File: src/rtl/ptw_req_arbiter_if.sv
// Handshake bundle between the ITLB/DTLB miss ports, the page-table walker
// and the arbiter that shares the walker between them.
interface ptw_req_arbiter_if #(
    parameter int VADDR_W = 39
);
    logic               flush_i;
    logic               itlb_req_valid_i;
    logic [VADDR_W-1:0] itlb_req_vaddr_i;
    logic               itlb_req_ready_o;
    logic               dtlb_req_valid_i;
    logic [VADDR_W-1:0] dtlb_req_vaddr_i;
    logic               dtlb_req_is_store_i;
    logic               dtlb_req_ready_o;
    logic               ptw_req_valid_o;
    logic [VADDR_W-1:0] ptw_req_vaddr_o;
    logic               ptw_req_is_store_o;
    logic               ptw_req_is_instr_o;
    logic               ptw_req_ready_i;
    logic               ptw_done_i;
    logic               ptw_error_i;
    logic               itlb_resp_valid_o;
    logic               dtlb_resp_valid_o;
    logic               resp_error_o;
    logic               busy_o;

    modport master (
        output flush_i,
        output itlb_req_valid_i, itlb_req_vaddr_i,
        input  itlb_req_ready_o,
        output dtlb_req_valid_i, dtlb_req_vaddr_i, dtlb_req_is_store_i,
        input  dtlb_req_ready_o,
        input  ptw_req_valid_o, ptw_req_vaddr_o, ptw_req_is_store_o, ptw_req_is_instr_o,
        output ptw_req_ready_i, ptw_done_i, ptw_error_i,
        input  itlb_resp_valid_o, dtlb_resp_valid_o, resp_error_o,
        input  busy_o
    );

    modport slave (
        input  flush_i,
        input  itlb_req_valid_i, itlb_req_vaddr_i,
        output itlb_req_ready_o,
        input  dtlb_req_valid_i, dtlb_req_vaddr_i, dtlb_req_is_store_i,
        output dtlb_req_ready_o,
        output ptw_req_valid_o, ptw_req_vaddr_o, ptw_req_is_store_o, ptw_req_is_instr_o,
        input  ptw_req_ready_i, ptw_done_i, ptw_error_i,
        output itlb_resp_valid_o, dtlb_resp_valid_o, resp_error_o,
        output busy_o
    );
endinterface

File: src/rtl/ptw_req_arbiter.sv
// Shares one page-table walker between ITLB and DTLB misses: DTLB-first
// arbitration with a bounded ITLB starvation window and flush-safe draining.
module ptw_req_arbiter #(
    parameter int VADDR_W        = 39,
    parameter int MAX_STARVE     = 4,
    parameter bit PROTO_CHECK_EN = 1'b1
) (
    input logic              clk_i,
    input logic              rst_i,
    ptw_req_arbiter_if.slave bus
);

    typedef enum logic [1:0] {
        S_IDLE  = 2'd0,
        S_ISSUE = 2'd1,
        S_WAIT  = 2'd2,
        S_DRAIN = 2'd3
    } state_e;

    localparam logic [3:0] STARVE_MAX = 4'(MAX_STARVE);

    state_e             state_q, state_d;
    logic [3:0]         starve_q, starve_d;
    logic [VADDR_W-1:0] vaddr_q, vaddr_d;
    logic               is_store_q, is_store_d;
    logic               is_instr_q, is_instr_d;
    logic               req_valid_q, req_valid_d;
    logic               itlb_resp_q, itlb_resp_d;
    logic               dtlb_resp_q, dtlb_resp_d;
    logic               resp_err_q, resp_err_d;
    logic               busy_q, busy_d;
    logic               grant_itlb;
    logic               grant_dtlb;

    // ITLB only overrides DTLB once it has been passed over MAX_STARVE times.
    always_comb begin
        grant_itlb = 1'b0;
        grant_dtlb = 1'b0;
        if (state_q == S_IDLE && !bus.flush_i) begin
            if (bus.itlb_req_valid_i &&
                (starve_q == STARVE_MAX || !bus.dtlb_req_valid_i)) begin
                grant_itlb = 1'b1;
            end else if (bus.dtlb_req_valid_i) begin
                grant_dtlb = 1'b1;
            end
        end
    end

    always_comb begin
        state_d     = state_q;
        starve_d    = starve_q;
        vaddr_d     = vaddr_q;
        is_store_d  = is_store_q;
        is_instr_d  = is_instr_q;
        itlb_resp_d = 1'b0;
        dtlb_resp_d = 1'b0;
        resp_err_d  = 1'b0;

        unique case (state_q)
            S_IDLE: begin
                if (grant_itlb) begin
                    vaddr_d    = bus.itlb_req_vaddr_i;
                    is_store_d = 1'b0;
                    is_instr_d = 1'b1;
                    starve_d   = 4'd0;
                    state_d    = S_ISSUE;
                end else if (grant_dtlb) begin
                    vaddr_d    = bus.dtlb_req_vaddr_i;
                    is_store_d = bus.dtlb_req_is_store_i;
                    is_instr_d = 1'b0;
                    if (bus.itlb_req_valid_i && starve_q != STARVE_MAX) begin
                        starve_d = starve_q + 4'd1;
                    end
                    state_d    = S_ISSUE;
                end
            end
            S_ISSUE: begin
                if (bus.ptw_req_ready_i) begin
                    state_d = bus.flush_i ? S_DRAIN : S_WAIT;
                end else if (bus.flush_i) begin
                    state_d = S_IDLE;
                end
            end
            S_WAIT: begin
                if (bus.ptw_done_i) begin
                    if (!bus.flush_i) begin
                        itlb_resp_d = is_instr_q;
                        dtlb_resp_d = !is_instr_q;
                        resp_err_d  = bus.ptw_error_i;
                    end
                    state_d = S_IDLE;
                end else if (bus.flush_i) begin
                    state_d = S_DRAIN;
                end
            end
            S_DRAIN: begin
                // The walk already left; its result is swallowed here.
                if (bus.ptw_done_i) begin
                    state_d = S_IDLE;
                end
            end
            default: state_d = S_IDLE;
        endcase

        req_valid_d = (state_d == S_ISSUE);
        busy_d      = (state_d != S_IDLE);
    end

    always_ff @(posedge clk_i or posedge rst_i) begin
        if (rst_i) begin
            state_q     <= S_IDLE;
            starve_q    <= 4'd0;
            vaddr_q     <= '0;
            is_store_q  <= 1'b0;
            is_instr_q  <= 1'b0;
            req_valid_q <= 1'b0;
            itlb_resp_q <= 1'b0;
            dtlb_resp_q <= 1'b0;
            resp_err_q  <= 1'b0;
            busy_q      <= 1'b0;
        end else begin
            state_q     <= state_d;
            starve_q    <= starve_d;
            vaddr_q     <= vaddr_d;
            is_store_q  <= is_store_d;
            is_instr_q  <= is_instr_d;
            req_valid_q <= req_valid_d;
            itlb_resp_q <= itlb_resp_d;
            dtlb_resp_q <= dtlb_resp_d;
            resp_err_q  <= resp_err_d;
            busy_q      <= busy_d;
        end
    end

    // Grants are combinational, so mask them while reset holds the FSM.
    assign bus.itlb_req_ready_o   = grant_itlb & ~rst_i;
    assign bus.dtlb_req_ready_o   = grant_dtlb & ~rst_i;
    assign bus.ptw_req_valid_o    = req_valid_q;
    assign bus.ptw_req_vaddr_o    = vaddr_q;
    assign bus.ptw_req_is_store_o = is_store_q;
    assign bus.ptw_req_is_instr_o = is_instr_q;
    assign bus.itlb_resp_valid_o  = itlb_resp_q;
    assign bus.dtlb_resp_valid_o  = dtlb_resp_q;
    assign bus.resp_error_o       = resp_err_q;
    assign bus.busy_o             = busy_q;

    if (PROTO_CHECK_EN) begin : g_proto_chk
        a_done_only_when_walking : assert property (
            @(posedge clk_i) disable iff (rst_i)
            !(bus.ptw_done_i && (state_q == S_IDLE || state_q == S_ISSUE))
        );
    end

endmodule

File: src/flat_wrapper.sv
// flat-port wrapper written by rule: the top's interface ports become plain ports
module ptw_req_arbiter_flat 
#(
    parameter int VADDR_W        = 39,
    parameter int MAX_STARVE     = 4,
    parameter bit PROTO_CHECK_EN = 1'b1
)
  (clk_i, rst_i, bus_flush_i, bus_itlb_req_valid_i, bus_itlb_req_vaddr_i, bus_itlb_req_ready_o, bus_dtlb_req_valid_i, bus_dtlb_req_vaddr_i, bus_dtlb_req_is_store_i, bus_dtlb_req_ready_o, bus_ptw_req_valid_o, bus_ptw_req_vaddr_o, bus_ptw_req_is_store_o, bus_ptw_req_is_instr_o, bus_ptw_req_ready_i, bus_ptw_done_i, bus_ptw_error_i, bus_itlb_resp_valid_o, bus_dtlb_resp_valid_o, bus_resp_error_o, bus_busy_o);
  ptw_req_arbiter_if #(.VADDR_W(VADDR_W)) bus_i ();
  input logic clk_i;
  input logic rst_i;
  input wire logic [$bits(bus_i.flush_i)-1:0] bus_flush_i;
  input wire logic [$bits(bus_i.itlb_req_valid_i)-1:0] bus_itlb_req_valid_i;
  input wire logic [$bits(bus_i.itlb_req_vaddr_i)-1:0] bus_itlb_req_vaddr_i;
  output wire logic [$bits(bus_i.itlb_req_ready_o)-1:0] bus_itlb_req_ready_o;
  input wire logic [$bits(bus_i.dtlb_req_valid_i)-1:0] bus_dtlb_req_valid_i;
  input wire logic [$bits(bus_i.dtlb_req_vaddr_i)-1:0] bus_dtlb_req_vaddr_i;
  input wire logic [$bits(bus_i.dtlb_req_is_store_i)-1:0] bus_dtlb_req_is_store_i;
  output wire logic [$bits(bus_i.dtlb_req_ready_o)-1:0] bus_dtlb_req_ready_o;
  output wire logic [$bits(bus_i.ptw_req_valid_o)-1:0] bus_ptw_req_valid_o;
  output wire logic [$bits(bus_i.ptw_req_vaddr_o)-1:0] bus_ptw_req_vaddr_o;
  output wire logic [$bits(bus_i.ptw_req_is_store_o)-1:0] bus_ptw_req_is_store_o;
  output wire logic [$bits(bus_i.ptw_req_is_instr_o)-1:0] bus_ptw_req_is_instr_o;
  input wire logic [$bits(bus_i.ptw_req_ready_i)-1:0] bus_ptw_req_ready_i;
  input wire logic [$bits(bus_i.ptw_done_i)-1:0] bus_ptw_done_i;
  input wire logic [$bits(bus_i.ptw_error_i)-1:0] bus_ptw_error_i;
  output wire logic [$bits(bus_i.itlb_resp_valid_o)-1:0] bus_itlb_resp_valid_o;
  output wire logic [$bits(bus_i.dtlb_resp_valid_o)-1:0] bus_dtlb_resp_valid_o;
  output wire logic [$bits(bus_i.resp_error_o)-1:0] bus_resp_error_o;
  output wire logic [$bits(bus_i.busy_o)-1:0] bus_busy_o;
  assign bus_i.flush_i = bus_flush_i;
  assign bus_i.itlb_req_valid_i = bus_itlb_req_valid_i;
  assign bus_i.itlb_req_vaddr_i = bus_itlb_req_vaddr_i;
  assign bus_itlb_req_ready_o = bus_i.itlb_req_ready_o;
  assign bus_i.dtlb_req_valid_i = bus_dtlb_req_valid_i;
  assign bus_i.dtlb_req_vaddr_i = bus_dtlb_req_vaddr_i;
  assign bus_i.dtlb_req_is_store_i = bus_dtlb_req_is_store_i;
  assign bus_dtlb_req_ready_o = bus_i.dtlb_req_ready_o;
  assign bus_ptw_req_valid_o = bus_i.ptw_req_valid_o;
  assign bus_ptw_req_vaddr_o = bus_i.ptw_req_vaddr_o;
  assign bus_ptw_req_is_store_o = bus_i.ptw_req_is_store_o;
  assign bus_ptw_req_is_instr_o = bus_i.ptw_req_is_instr_o;
  assign bus_i.ptw_req_ready_i = bus_ptw_req_ready_i;
  assign bus_i.ptw_done_i = bus_ptw_done_i;
  assign bus_i.ptw_error_i = bus_ptw_error_i;
  assign bus_itlb_resp_valid_o = bus_i.itlb_resp_valid_o;
  assign bus_dtlb_resp_valid_o = bus_i.dtlb_resp_valid_o;
  assign bus_resp_error_o = bus_i.resp_error_o;
  assign bus_busy_o = bus_i.busy_o;
  ptw_req_arbiter #(.VADDR_W(VADDR_W), .MAX_STARVE(MAX_STARVE), .PROTO_CHECK_EN(PROTO_CHECK_EN)) u_core (.clk_i(clk_i), .rst_i(rst_i), .bus(bus_i));
endmodule
File: config.mk
export PLATFORM = sky130hd
export DESIGN_NAME = ptw_req_arbiter_flat
export DESIGN_NICKNAME = d
export VERILOG_FILES = /design/src/rtl/ptw_req_arbiter_if.sv /design/src/rtl/ptw_req_arbiter.sv /design/src/flat_wrapper.sv
export SDC_FILE = /design/constraint.sdc
export NUM_CORES = 1
export LEC_CHECK = 0
export CORE_ASPECT_RATIO = 1.25
export CORE_MARGIN = 3
export CORE_UTILIZATION = 35
export DETAILED_ROUTE_END_ITERATION = 12
export PLACE_DENSITY_LB_ADDON = 0.25
export SLEW_MARGIN = 20
export SYNTH_ARGS = -nofsm -noshare
export SYNTH_HDL_FRONTEND = slang
export SYNTH_SLANG_ARGS = --single-unit
export TNS_END_PERCENT = 100
File: constraint.sdc
create_clock -name clk_i -period 2 [get_ports clk_i]
set_input_delay 0.4 -clock clk_i [delete_from_list [all_inputs] [get_ports clk_i]]
set_output_delay 0.4 -clock clk_i [all_outputs]
set_load 0.1 [all_outputs]
Yosys cells after proc, flatten, opt, wreduce, memory -nomap -nowiden. Cells that the tools add are included.

Bits in registers: 52. Bits of input ports: 87.

Reduce and logical (&&, ||, !) cells: 13. Muxes and demuxes: 32. $add $sub $neg: 1. Equality and inequality tests: 6. Bitwise logic cells: 3.

Operators by type and width (count): 2-to-1 mux 39 bit (2); 2-to-1 mux 1 bit (19); 2-to-1 mux 2 bit (7); 2-to-1 mux 4 bit (3); one-hot mux 2 bit (4 select lines) (1); nonzero test 2 bit (3); adder 4 x 1 -> 4 bit (second input constant) (1); == test 2 x 1 -> 1 bit (second input constant) (2); == test 2 bit (second input constant) (2); == test 4 x 3 -> 1 bit (second input constant) (1); inequality test 4 x 3 -> 1 bit (second input constant) (1); logical AND 1 bit (3); zero test 1 bit (3); AND reduction 3 bit (1); AND 1 bit (2); zero test 2 bit (1); AND reduction 2 bit (1); logical OR 1 bit (1); NOT 1 bit (1).

Logic depth before layout (Yosys ltp). Gate-level depths: netlist of the first run.

Depth after elaboration: 9. Gate-level depth with buffers: 6. Gate-level depth less buffers: 5.

Least setup slack after synthesis of the first run. Ideal clock, no wire load.

Path kind: register -> output. Start: register u_core.state_q[0]. End: output bus_dtlb_req_ready_o. Arrival: 2.680 ns. Slack: -1.080 ns. Data required time: 1.600 ns. Cell stages (with the launch flop): 6. Cells stage by stage: dfrtp_1 -> or3_1 -> buf_2 -> a211o_4 -> buf_6 -> nor2_1.

Longest elaborated chain between the ends: 4.

Ends and longest elaborated chain: from (decl) (RTL line ptw_req_arbiter.sv:22) `state_e state_q, state_d;`; from (signal assigned) (RTL line ptw_req_arbiter.sv:122) `state_q <= state_d;`; zero test 2 bit (RTL line ptw_req_arbiter.sv:39) `if (state_q == S_IDLE && !bus.flush_i) begin`; logical AND 1 bit (RTL line ptw_req_arbiter.sv:39); 2-to-1 mux 1 bit (RTL line ptw_req_arbiter.sv:39); AND 1 bit (RTL line ptw_req_arbiter.sv:137) `assign bus.dtlb_req_ready_o = grant_dtlb & ~rst_i;`; to (decl) (RTL line flat_wrapper.sv:19) `output wire logic [$bits(bus_i.dtlb_req_ready_o)-1:0] bus_dtlb_req_ready_o;`.

Every way passes these cells.

Final worst setup path of the first run.
Start: register u_core.starve_q[0]. End: output bus_dtlb_req_ready_o.

Longest elaborated chain between the ends: 6.

Ends and longest elaborated chain: from (decl) (RTL line ptw_req_arbiter.sv:23) `logic [3:0] starve_q, starve_d;`; from (signal assigned) (RTL line ptw_req_arbiter.sv:123) `starve_q <= starve_d;`; == test 4 x 3 -> 1 bit (RTL line ptw_req_arbiter.sv:41) `(starve_q == STARVE_MAX || !bus.dtlb_req_valid_i)) begin`; logical OR 1 bit (RTL line ptw_req_arbiter.sv:41); logical AND 1 bit (RTL line ptw_req_arbiter.sv:40) `if (bus.itlb_req_valid_i &&`; 2-to-1 mux 1 bit (RTL line ptw_req_arbiter.sv:40); 2-to-1 mux 1 bit (RTL line ptw_req_arbiter.sv:39); AND 1 bit (RTL line ptw_req_arbiter.sv:137).

Every way passes these cells.

==> results by stage, run 1 <==
Global route:
- Summed over all layers, the global routing overflow is 0.
- The total track usage is 18.7%.
- The number of antenna violations at the first check in global routing was 0.
- The via count of the first global-routing pass is 2,381.
- The first global-routing pass estimated 11,700 um of wire.
- Entering global routing, the biggest net connects 42 pins.

Synth:
- The fraction of synthesized cell area taken by the top area cell type is 53.0%.
- The count of state elements after synthesis is 52.
- The sequential share of the synthesized area is 53.0%.
- dfrtp_1 takes more of the synthesized area than any other cell.
- The mean instance size in the synthesized netlist is 12.3 um2.
- The post-synth net total is 288.
- After synthesis, the cell types taking the most area are dfrtp_1 53%, o221a_1 17%, o21bai_1 12%.
- The total number of yosys warnings is 0.
- The synthesized netlist contains 31 unique library cells.
- The count of mapped cells out of synthesis is 199.
- The mapped netlist covers 2460 um2.

Clocking:
- Clock tree synthesis found a total of 52 sinks.
- TritonCTS built the clock tree.
- The number of levels in the clock H-tree is 2.
- Clock-pin slew was measured on the worst setup and hold paths at 0.10 ns.
- Clock tree synthesis selected as its root buffer the cell clkbuf_8.
- The clock passes through at most 2 buffers.
- The later pin in the worst-skew pair is clocked with a latency of 0.31 ns.
- The number of clock buffers added by TritonCTS is 5.

Floorplanning:
- The die is 80.9 um wide.
- During I/O placement, the number of pins put on the boundary was 135.
- The region available for standard cell placement spans 6690 um2.
- The vertical die dimension is 99.7 um.
- The row count is 33.
- The initial core utilization is 36.7%.
- The floorplan step defined a die boundary enclosing 8070 um2.

Drt:
- In the final routed layout, each cell accounts on average for 17.4 um.
- The final antenna-violating net count is 0.
- After detailed routing, the number of vias per cell comes to 5.16.
- For this block, the routed nets add up to 7640 um of wire.
- For this block, the initial DRC count from the detailed router was 127.
- The first-pass iteration count of the detailed router is 4.
- For this run, design rule violations remaining after detail routing come to 0.
- The total via count in the routed design is 2,262.

Timing:
- The timing-limited maximum frequency is 463 MHz.
- The count of pins over their slew limit is 0.
- After layout, the worst path uses 108% of the clock period.
- Setup repair after global routing could not meet its margin everywhere.
- At the pin with the least slew margin, the transition time is 0.456 ns.
- Once routing completed, OpenROAD measured the worst setup slack at -0.158 ns.
- The time the final worst path needs with I/O delays and setup is 2.16 ns.
- Between clock sinks in the finished design, the worst skew comes to 0.0138 ns.
- Setup violations remaining at the end of the flow were counted as 2.
- The number of hold violations in the final report is 0.
- Headroom to the max-slew limit came out at 69.6%.
- Hold timing on the final database bottoms out at a slack of 0.482 ns.

Placement:
- Routability-driven placement finished with a final weighted congestion of 0.748.
- Summed over all nets, the half-perimeter wirelength after detailed placement is 5280 um.
- The quantity of I/O buffers inserted on ports is 134.

Job:
- The tool flagged a number of max-cap violations equal to 0.

Status:
- The final reports fail on negative setup slack.
- The run finished, with violations left.

Finish:
- The area overhead of the layout relative to synthesis is 67.5%.
- In the final layout, the share of cells above drive strength 1 is 27.6%.
- In the final design database the tool counted 439 nets.
- 0 antenna diodes ended up in the layout.

Worst setup path:
- The data arrival time at the worst-slack endpoint is 1.76 ns.
- The path type of the worst setup path is reg2out.
- Along the worst path, the maximum fanout reaches 2.
- The capturing element type of the critical path is a primary output.
- The worst setup path is launched from a flip-flop.
- Data on the critical path is required at its endpoint by 1.60 ns.

Min path:
- The worst hold path class is reg2reg.
## area by class of cell
type	count	area [um2]
Fill cell	595	2570
Inverter	8	30.0
Sequential cell	52	1300
Clock buffer	7	96.3
Timing Repair Buffer	161	1470
Clock inverter	1	30.0
Tap cell	87	109
Multi-Input combinational cell	122	1080
## repair_timing
item,CTS,global route
gates cloned,0,0
endpoints found under the setup margin,2,2
setup buffers,5,4
pin swaps,5,5
hold buffers,0,0
hold endpoints to repair,0,0
gates resized for setup,8,2
## metal layers
layer | up-vias | GRT usage, % | part of all wire [%]
met3 | 10 | 3.17 | 5.4
li1 | 1069 | - | -
met4 | 0 | 6.63 | 1.9
met1 | 1099 | 23.2 | 39
met2 | 84 | 32.1 | 54
met5 | - | 0 | 0
## logic make-up after synthesis
group	after synthesis	share of synthesized area (%)
adders and majority gates	2	1.02
and+or+nand+nor	27	6.42
muxes	2	0.815
DFF	52	53.0
AOI/OAI and AO/OA	91	33.7
buffers and inverters	25	5.09
## state kept, by name, indices dropped and copies added (netlist names)
name                           count
u_core.bus.ptw_req_vaddr_o        39
u_core.starve_q                    4
u_core.state_q                     2
u_core.bus.busy_o                  1
u_core.bus.dtlb_resp_valid_o       1
u_core.bus.itlb_resp_valid_o       1
u_core.bus.ptw_req_is_instr_o      1
u_core.bus.ptw_req_is_store_o      1
u_core.bus.ptw_req_valid_o         1
u_core.bus.resp_error_o            1
## worst max-delay path, cell delays in order, from the launching register on
cell and delay, ns:
dfrtp_1 0.37, inv_2 0.06, ha_4 0.15, and3b_2 0.21, a211o_4 0.34, nor2_4 0.13
buf_12 0.18
## synthesized netlist by cell type
master / instances
nor2_1: 7
o21ai_0: 3
clkbuf_1: 11
nor4b_4: 1
o21ai_1: 1
o221a_1: 38
nand3_1: 4
nor2b_1: 3
nand2_1: 4
mux2i_1: 2
inv_1: 8
nand3b_1: 1
or2_2: 1
a21oi_1: 2
buf_6: 4
ha_1: 2
a21o_1: 1
dfrtp_1: 52
buf_1: 1
or3_1: 1
o221a_2: 1
a211o_4: 1
o31a_1: 1
o22ai_1: 1
o2bb2ai_1: 2
nand2b_1: 3
o21bai_1: 39
buf_2: 1
and3_1: 1
and3b_1: 1
a221oi_1: 1
## final timing paths
kind	from	end	slack [ns]	depth (start not counted)
worst min-delay path	u_core.bus.ptw_req_is_instr_o$_DFFE_PP0P_	u_core.bus.dtlb_resp_valid_o$_DFF_PP0_	0.48	1
worst max-delay path	u_core.starve_q[0]$_DFFE_PP0P_	bus_dtlb_req_ready_o	-0.16	6
worst min register to register	u_core.bus.ptw_req_is_instr_o$_DFFE_PP0P_	u_core.bus.dtlb_resp_valid_o$_DFF_PP0_	0.48	1
max in group asynchronous	rst_i	u_core.bus.ptw_req_vaddr_o[28]$_DFFE_PP0P_	1.08	3
min in group asynchronous	rst_i	u_core.bus.dtlb_resp_valid_o$_DFF_PP0_	0.63	3
worst max register to register	u_core.starve_q[0]$_DFFE_PP0P_	u_core.bus.ptw_req_vaddr_o[15]$_DFFE_PP0P_	0.10	7
## per-stage QoR
stage	cell area, um2	worst slack (ns)	cells	utilization (%)	setup TNS (ns)
floorplan	2490	-0.241	199	-	-0.286
global placement	3890	-0.244	421	58.2	-6.98
detailed placement	3890	-0.247	421	58.2	-7.32
CTS	4080	-0.135	434	61.0	-0.162
global route	4120	-0.226	438	61.5	-0.440
finish	4120	-0.158	438	61.5	-0.313
## cells in the final DEF, fill, tap and decap left out, types with 3 or more instances in the layout
master / count
clkdlybuf4s50_1: 85
buf_4: 69
dfrtp_1: 52
o21bai_1: 39
o221a_1: 38
clkbuf_8: 7
inv_1: 5
nand3_1: 4
nand2_1: 4
nor2_1: 4
inv_2: 3
nor2b_1: 3
o21ai_0: 3
nand2b_1: 3
buf_12: 3
buf_6: 3
Power of run 1 is left out: the tool's default activity adds up to more than one toggle a clock period on the data nets, which glitch-free logic cannot reach.
==> inputs of run 2 (changes only) <==
CORE_ASPECT_RATIO = unset   (was 1.25)
==> run 2 against run 1 <==
Compared with the run above:
- the flow still finishes with violations (negative setup slack)
- cell count up 0.23%
- die area about the same
- highest routed layer unchanged
- clock skew decreased by 0.0033 ns
- non-clock buffer count shrank 5
- utilization up 0.45 points
- via count decreased by 1.3%
- critical path depth stayed put
==> results by stage, run 2 (synthesis results as in run 1) <==
Status:
- The flow ran to the end, but the final reports show violations.
- The checks that failed: negative setup slack.

Worst setup path:
- The longest individual stage delay on the worst path is 0.38 ns.
- The path type of the worst setup path is reg2out.
- Along the worst path, the maximum fanout reaches 3.
- The type of origin of the critical path is a flip-flop.
- The critical path data required time is 1.60 ns.
- STA classifies the critical path endpoint as a primary output.
- The family with the most delay on the worst path is flip-flops.
- The number of buffers and inverters on the critical path is 2.
- Traced cell by cell, the critical path runs through inv_2, ha_4, and3b_2, a211o_4, nor2_4, buf_12.
- The data arrival time at the worst-slack endpoint is 1.74 ns.
- For this design, the slowest cell found on the critical path is dfrtp_1.

Global route:
- Global routing finished with a remaining overflow of 0.
- The via count of the first global-routing pass is 2,430.
- The number of antenna violations at the first check in global routing is 0.
- The first global-routing pass estimated 12,100 um of wire.
- In the global route stage, overall resource usage came out at 18.2%.
- Entering global routing, the biggest net connects 42 pins.

Drt:
- The total via count in the routed design is 2,233.
- In the routed design, unresolved DRC markers number 0.
- In the final routed layout, each cell accounts on average for 16.3 um.
- The initial detailed-routing violation count is 120.
- Using the TritonRoute via totals, the vias-per-cell ratio works out to 5.09.
- The routed design has 7150 um of wire.
- The pre-antenna-repair detailed-routing pass consisted of 5 iterations.
- The final antenna-violating net count is 0.

Timing:
- The slew at the pin closest to its max-slew limit is 0.430 ns.
- The final critical path takes up 107% of the cycle.
- The final worst slack is -0.135 ns.
- Timing would allow up to 468 MHz.
- The time the final worst path needs with I/O delays and setup is 2.14 ns.
- Setup repair after global routing could not meet its margin everywhere.
- The clock tree skew after final layout is 0.0105 ns.
- The count of pins over their slew limit is 0.
- Final hold analysis gives a worst-case slack of 0.500 ns.
- Headroom to the max-slew limit came out at 71.4%.
- The number of hold violations in the final report is 0.
- The final-report setup violation count is 2.

Floorplanning:
- The floorplan step set the die height to 89.8 um.
- The die span in x is 89.8 um.
- The row count is 29.
- The I/O pin total is 135.
- The core region is 6570 um2.
- Once the floorplan was initialized, standard cells occupied 37.4% of the core.
- The overall die area is 8060 um2.

Clocking:
- The clock passes through at most 2 buffers.
- The number of levels in the clock H-tree is 2.
- The number of clock buffers inserted by TritonCTS is 5.
- TritonCTS built the clock tree.
- The tree is rooted in a clkbuf_8.
- Clock-pin slew was measured on the worst setup and hold paths at 0.09 ns.
- The total number of clock tree sinks is 52.
- The latest clock arrival within the worst-skew pair is 0.30 ns.

Finish:
- Leaving out fill and tap cells, the most frequent cell in the layout is clkdlybuf4s50_1.
- The flip-flop count of the largest register after layout is 39.
- Relative to the synthesized area, the layout overhead comes to 65.7%.
- The layout has 540 filler cells.
- The top cell types in the final layout, fill and taps aside, are 84 x clkdlybuf4s50_1, 64 x buf_4, 52 x dfrtp_1.
- The final layout contains 434 nets.
- The fraction of layout instances using a drive strength above 1 is 26.0%.
- The antenna diode count is 0.
- The area taken by multi-input logic gates is 1080 um2.
- The area taken by flip-flops and latches is 1300 um2.

Placement:
- The quantity of I/O buffers inserted on ports is 134.
- Once detailed placement completed, the half-perimeter wirelength came to 5140 um.
- The placer's final routability congestion estimate is 0.738.
- The setup slack at placement is -0.304 ns.

Min path:
- The path class of the tightest hold or removal check is reg2reg.

Job:
- Max-cap violations in this run came to 0.
## run 2: cell count changes in the layout (fill, tap and decap cells not counted), sizes merged
cell and delta:
bufinv -1, dlygate4sd2 +1, clkbuf +1, buf -5
clkdlybuf4s50 -1
## run 2: path summary, 6_finish.rpt
kind / from / to / slack [ns] / cells past startpoint
max: u_core.starve_q[0]$_DFFE_PP0P_ / bus_dtlb_req_ready_o / -0.14 / 6
max in group asynchronous: rst_i / u_core.bus.ptw_req_vaddr_o[5]$_DFFE_PP0P_ / 1.01 / 3
min in group asynchronous: rst_i / u_core.bus.ptw_req_vaddr_o[17]$_DFFE_PP0P_ / 0.56 / 2
min: u_core.bus.ptw_req_is_store_o$_DFFE_PP0P_ / u_core.bus.ptw_req_is_store_o$_DFFE_PP0P_ / 0.50 / 1
max reg2reg: u_core.starve_q[0]$_DFFE_PP0P_ / u_core.bus.ptw_req_vaddr_o[7]$_DFFE_PP0P_ / 0.09 / 7
min reg2reg: u_core.bus.ptw_req_is_store_o$_DFFE_PP0P_ / u_core.bus.ptw_req_is_store_o$_DFFE_PP0P_ / 0.50 / 1
## run 2: area by class of cell
type	count	area share [%]
sequential	52	32.0
timing repair buffer	156	35.6
inverter	8	0.738
clock buffer	8	2.21
tap	93	2.86
multi-input combinational	122	26.6
## run 2: per-layer routing
| layer | up-vias | wire length (um) | GRT usage (%) |
|---|---|---|---|
| li1 | 1067 | - | - |
| met1 | 1052 | 3290 | 24.0 |
| met2 | 108 | 3240 | 29.9 |
| met3 | 6 | 552 | 5.34 |
| met4 | 0 | 61 | 3.83 |
| met5 | - | 0 | 0 |
## run 2: repair_timing
item | 4_1_cts | 5_1_grt
setup buffers | 5 | 1
pin swaps | 5 | 0
setup endpoints to repair | 2 | 7
gates resized for setup | 8 | 1
hold buffers | 0 | 0
## run 2: stage by stage
step,TNS (ns),cell area (um2),std cells,utilization (%)
floorplan,-0.286,2490,199,-
global placement,-6.44,3920,425,59.6
detailed placement,-7.90,3920,425,59.6
CTS,-0.227,4060,438,61.9
global route,-0.313,4070,439,62.0
finish,-0.175,4070,439,62.0
Power of run 2 is left out for the same reason.
